[config.mk]
export PLATFORM = sky130hd
export DESIGN_NAME = lcd_cmd_fifo
export DESIGN_NICKNAME = d
export VERILOG_FILES = /design/src/rtl/lcd_cmd_fifo.sv
export SDC_FILE = /design/constraint.sdc
export NUM_CORES = 1
export LEC_CHECK = 0
export ABC_AREA = 1
export ABC_CLOCK_PERIOD_IN_PS = 2000
export BUFFER_PORTS_ARGS = -buffer_cell sky130_fd_sc_hd__buf_2
export CORE_ASPECT_RATIO = 0.75
export CORE_MARGIN = 2
export CORE_UTILIZATION = 55
export CTS_BUF_LIST = sky130_fd_sc_hd__clkbuf_2
export DETAILED_ROUTE_END_ITERATION = 16
export PLACE_DENSITY_LB_ADDON = 0.08
export REMOVE_ABC_BUFFERS = 1
export SETUP_SLACK_MARGIN = 0.2
export SLEW_MARGIN = 0
export SYNTH_ARGS = -nofsm -noshare
export SYNTH_HDL_FRONTEND = slang
export SYNTH_SLANG_ARGS = --single-unit
[constraint.sdc]
create_clock -name clk -period 2 [get_ports clk]
set_input_delay 0.3 -clock clk [delete_from_list [all_inputs] [get_ports clk]]
set_output_delay 0.3 -clock clk [all_outputs]
set_load 0.1 [all_outputs]
[src/rtl/lcd_cmd_fifo.sv]
// lcd_cmd_fifo: synchronous command FIFO, push dropped when full, flush empties it
// ports: clk, reset, push/din in, pop/flush in, dout (head, combinational), empty, full
module lcd_cmd_fifo #(
  parameter int DEPTH = 16,
  parameter int W = 3
) (
  input  logic         clk,
  input  logic         reset,
  input  logic         push,
  input  logic [W-1:0] din,
  input  logic         pop,
  input  logic         flush,
  output logic [W-1:0] dout,
  output logic         empty,
  output logic         full
);
  localparam int AW = $clog2(DEPTH);
  localparam int CW = AW + 1;
  logic [W-1:0] mem [DEPTH];
  logic [AW-1:0] wp, rp;
  logic [CW-1:0] cnt;
  logic push_ok, pop_ok;
  assign empty = cnt == '0;
  assign full = cnt == CW'(DEPTH);
  assign push_ok = push && !full;
  assign pop_ok = pop && !empty;
  assign dout = mem[rp];
  always_ff @(posedge clk) if (push_ok) mem[wp] <= din;
  always_ff @(posedge clk) begin
    if (reset || flush) begin
      wp <= '0;
      rp <= '0;
      cnt <= '0;
    end else begin
      wp <= wp + AW'(push_ok);
      rp <= rp + AW'(pop_ok);
      cnt <= cnt + CW'(push_ok) - CW'(pop_ok);
    end
  end
endmodule

# [Word level (Yosys, flattened, before mapping)]
# Memories as Yosys holds them, arrays and structs flattened. A register that Yosys moved wholly into a read port is not among the register bits.
# Cells that the tools add are included.
[word_totals] mem_bits_rw=48 regBits=13 mem_count=1 wordCells=18 input_bits=8 out_inout_bits=5
[classes] add_sub_neg=4 reduce_logical=6 n_mux=3 n_eq_ne=1
[memory_table] name="mem" words=16 width=3 rd=1 rd_ports_with_merged_regs=1 write_ports=1 line="19" text="logic [W-1:0] mem [DEPTH];"
[ops] operator="adder 4 x 1 -> 4 bit" n=2
[ops] operator="adder 5 x 1 -> 5 bit" n=1
[ops] operator="== test 5 bit, second input constant" n=1
[ops] operator="zero test 5 bit" n=1
[ops] operator="subtractor 5 x 1 -> 5 bit" n=1
[ops] operator="two-way mux 4 bit" n=1
[ops] operator="logical AND 1 bit" n=2
[ops] operator="zero test 1 bit" n=2
[ops] operator="two-way mux 1 bit" n=2
[ops] operator="logical OR 1 bit" n=1

# [Longest topological paths before layout]
[logic_depth] depth_word=5 mapped_depth=17

# [Worst setup path before layout]
# Ideal clock, no wire load.
[synth_path] kind="reg-to-output" startpoint="register cnt[3]" endpoint="output port empty" arrival_time_ps=1846 required_time_ps=1700 path_stages_with_launch=5 path_buffers=0 slack_ps=-146 path_cell_list="dfxtp_1 -> inv_1 -> ha_1 -> nand2_1 -> nor2_1"
[synth_via] elab_chain_len=1
[synth_rtl] item="start, declared" line="21" text="logic [CW-1:0] cnt;"
[synth_rtl] item="start signal, assigned" line="37" text="cnt <= cnt + CW'(push_ok) - CW'(pop_ok);"
[synth_rtl] item="zero test 5 bit" line="23" text="assign empty = cnt == '0;"
[synth_rtl] item="end, declared" line="14" text="output logic empty,"
# No other way between the ends.

# [Worst setup path after layout]
[layout_path] startpoint="register cnt[2]" endpoint="register cnt[4]"
[layout_via] elab_chain_len=5 word_cells_on_any_way=8 cone_classes="add/sub: 2; eq/ne: 1; reduce/logical: 5"
[layout_rtl] item="== test 5 bit" line="24" text="assign full = cnt == CW'(DEPTH);"
[layout_rtl] item="zero test 1 bit" line="25" text="assign push_ok = push && !full;"
[layout_rtl] item="logical AND 1 bit" line="25"
[layout_rtl] item="adder 5 x 1 -> 5 bit" line="37"
[layout_rtl] item="subtractor 5 x 1 -> 5 bit *" line="37"
# Mark *: on every way between the ends. The rest lies on a longest branch, timed or not.
# A chain may end at the register's enable or synchronous reset.

==> impl_metrics.yaml <==
outcome:
  status: "finished with violations"
  violations: "setup timing"
clock_tree:
  clkSlewWorstSetupHoldPaths_ns: 0.17
  clock-sinks: 61
  cts_hold_buf: 0
  clockBufferDepth: 2
  cts-buffers-inserted: 9
  clkLatencyLatePin_ns: 0.47
  root_buffer: "clkbuf_2"
  cts_tree: "yes"
  h-tree-depth: 3
worst_setup_path:
  crit_type: "reg2reg"
  crit_path_end_kind: "register"
  cpMostUsedCell: "inv_2"
  critPathBufInv: 5
  r2r-end: "cnt[4]$_SDFF_PP0_"
  startpoint_type: "register"
  cp.required_ns: 2.40
  ff2ff_path_depth: 17
  r2r_slack_ns: -0.1
  slowest_delay_ns: 0.35
  r2r_start: "cnt[2]$_SDFF_PP0_"
  crit_family: "adder cells"
  crit_start: "cnt[2]$_SDFF_PP0_"
  crit_chain: "inv_2 -> ha_4 -> nand2_4 -> o21ai_2 -> inv_2 -> ha_4 -> inv_4 -> ha_4 -> inv_2 -> fa_2 -> inv_2 -> nand2_2 -> nand2_2 -> a21oi_2 -> nand2_1 -> nand2_1 -> nor2_1"
  cp.arrival_ns: 2.50
  crit_fanout: 3
  crit_slowest_cell: "dfxtp_2"
  worst-path-stages: 17
die:
  die_w_um: 87.16
  core_um2: 4955
  dieHeight_um: 66.37
  rows: 22
  io_pins: 13
  start_util_pct: 57.58
  dieArea_um2: 5785
worst_hold_path:
  hold_class: "in2reg"
  worstHoldStart: "reset"
  whs_path_depth: 5
  min_to: "rp[3]$_SDFF_PP0_"
placed_design:
  post-place-ws_ns: -0.3464
  place_congestion: 0.8105
  io_buffers: 12
  dp.cells: 386
  dp_hpwl_um: 3835
cells_and_area:
  drive_gt1_share_pct: 36.83
  diodes: 0
  layout_commonest_cell: "nand2_1"
  fin_util_pct: 73.66
  final_cell_mix: "57 x nand2_1, 54 x inv_1, 48 x edfxtp_1"
  area.growth.synth_to_final_pct: 27.94
  nFillCells: 363
  fin_nets: 367
  fin_cells: 413
timing:
  fmax_mhz: 477.0
  worst_pin_slew_ns: 0.3824
  fin_ws_ns: -0.09625
  final.min_clock_period_ns: 2.096
  slew_headroom_pct: 74.44
  slew_viol_final: 0
  fin_hold_ws_ns: 0.2163
  rsz0062_at_grt: "true"
  period_share_pct: 104.8
  finClkSkew_ns: 0.02467
  hold_viol_final: 0
  setup_viol: 4
global_routing:
  antenna_found_initial: 0
  grt_max_degree: 17
  grt_pass1_wl_um: 10030
  gr-total-overflow: 0
  grt_pass1_vias: 2021
  grt_usage_pct: 24.87
yosys:
  syn_inst: 307
  yosys-top-cells-area: "edfxtp_1 51%, nand2_1 10%, dfxtp_1 9.1%, inv_1 8.2%, nand3_1 7.2%"
  ys_ff_latch: 61
  ys_warn_count: 0
  synth_cell_type_count: 19
  yosysTopAreaCellShare_pct: 50.53
  synth.avg_cell_area_um2: 9.292
  yosysTopAreaCell: "edfxtp_1"
  yosysSeqAreaShare_pct: 59.65
  synth_area_um2: 2853
drt:
  viasPerCell: 5.080
  vias: 2098
  wl_um: 6645
  drc: 0
  ant_nets: 0
  dr.pass1.iters: 4
  drt-initial-drc-count: 131
  post_drt_wl_per_cell_um: 16.09
power:
  ir_worst_vdd_mv: 1.111
  power_leakage_nw: 1.550
  power.total_mw: 3.995
  cellPowerDensity_nw_per_um2: 1095
job:
  max_cap_violations: 0
-- tightest hold or removal path, cell delays in order --
cell and delay [ns]:
buf_2 0.08, nor2_1 0.03, buf_4 0.15, o21ai_0 0.07, a21oi_1 0.04
-- layout make-up --
class / count / area (µm²) / area share [%]
flip-flops and latches: 61 / 1712 / 46.90
multi-input cells: 174 / 1145 / 31.37
repair buffers: 36 / 349.1 / 9.565
inverters: 64 / 254.0 / 6.959
well taps: 60 / 75.07 / 2.057
clock buffers: 12 / 60.06 / 1.646
clock inverters: 4 / 41.29 / 1.131
repair inverters: 2 / 13.76 / 0.3771
-- registers in the layout, indices dropped and copies added, names as in the netlist --
register	flops
cnt	5
mem	48
rp	4
wp	4
-- where the power goes --
part	internal, mW	total (mW)	leakage [nW]	switching [mW]
Combinational	0.763	1.82	0.940	1.06
Clock	0.294	0.697	0.0687	0.403
Sequential	1.42	1.47	0.541	0.0509
Total	2.48	3.99	1.55	1.52
-- cells by family (layout without fill, tap and decap cells) --
| logic type | Yosys count | after routing | share of synthesized area (%) |
|---|---|---|---|
| AOI/OAI and AO/OA | 9 | 9 | 1.710 |
| xor gates and xnor gates | 3 | 3 | 0.9212 |
| adders and majority gates | 11 | 11 | 5.088 |
| buffers and inverters | 72 | 118 | 10.75 |
| DFF | 61 | 61 | 59.65 |
| and+or+nand+nor | 151 | 151 | 21.89 |
-- routing by layer --
layer / wire [µm] / share of wire, % / vias up / GRT usage [%]
li1: - / - / 1056 / -
met1: 2778 / 42 / 956 / 31.75
met2: 3236 / 49 / 75 / 41.22
met3: 530 / 8.0 / 11 / 7.116
met4: 100 / 1.5 / 0 / 7.885
met5: 0 / 0 / - / 0
-- what timing repair did --
item                                    CTS  global route
cloned                                    4             0
buffers inserted                          5             2
resized for setup                        71            39
endpoints found under the setup margin   16            35
pin swaps                                21            15
-- metrics by stage --
stage	setup TNS [ns]	cell area (µm²)
finish	-0.2079	3650
global route	-0.7867	3650
CTS	-0.2665	3482
detailed placement	-0.6170	3082
global placement	-0.2395	3082
floorplan	-0.9577	2789
-- cells in the mapped netlist --
| library cell | n |
|---|---|
| edfxtp_1 | 48 |
| buf_6 | 3 |
| dfxtp_1 | 13 |
| buf_4 | 2 |
| nand3_2 | 1 |
| nand2_1 | 76 |
| o21ai_0 | 3 |
| nand3_1 | 41 |
| inv_1 | 62 |
| inv_2 | 1 |
| inv_4 | 1 |
| o21ai_2 | 1 |
| buf_2 | 3 |
| xor2_1 | 1 |
| a21oi_1 | 5 |
| fa_1 | 1 |
| ha_1 | 10 |
| xnor2_1 | 2 |
| nor2_1 | 33 |
-- how the worst max path moves through the flow --
stage                                    to  slack (ns)
after global routing      cnt[4]$_SDFF_PP0_       -0.21
final                     cnt[4]$_SDFF_PP0_        -0.1
after floorplan                     dout[0]       -0.18
after detailed placement  cnt[4]$_SDFF_PP0_       -0.35
after CTS                 cnt[4]$_SDFF_PP0_       -0.14
after global placement    cnt[4]$_SDFF_PP0_       -0.20
(Power assumes the default switching activity.)
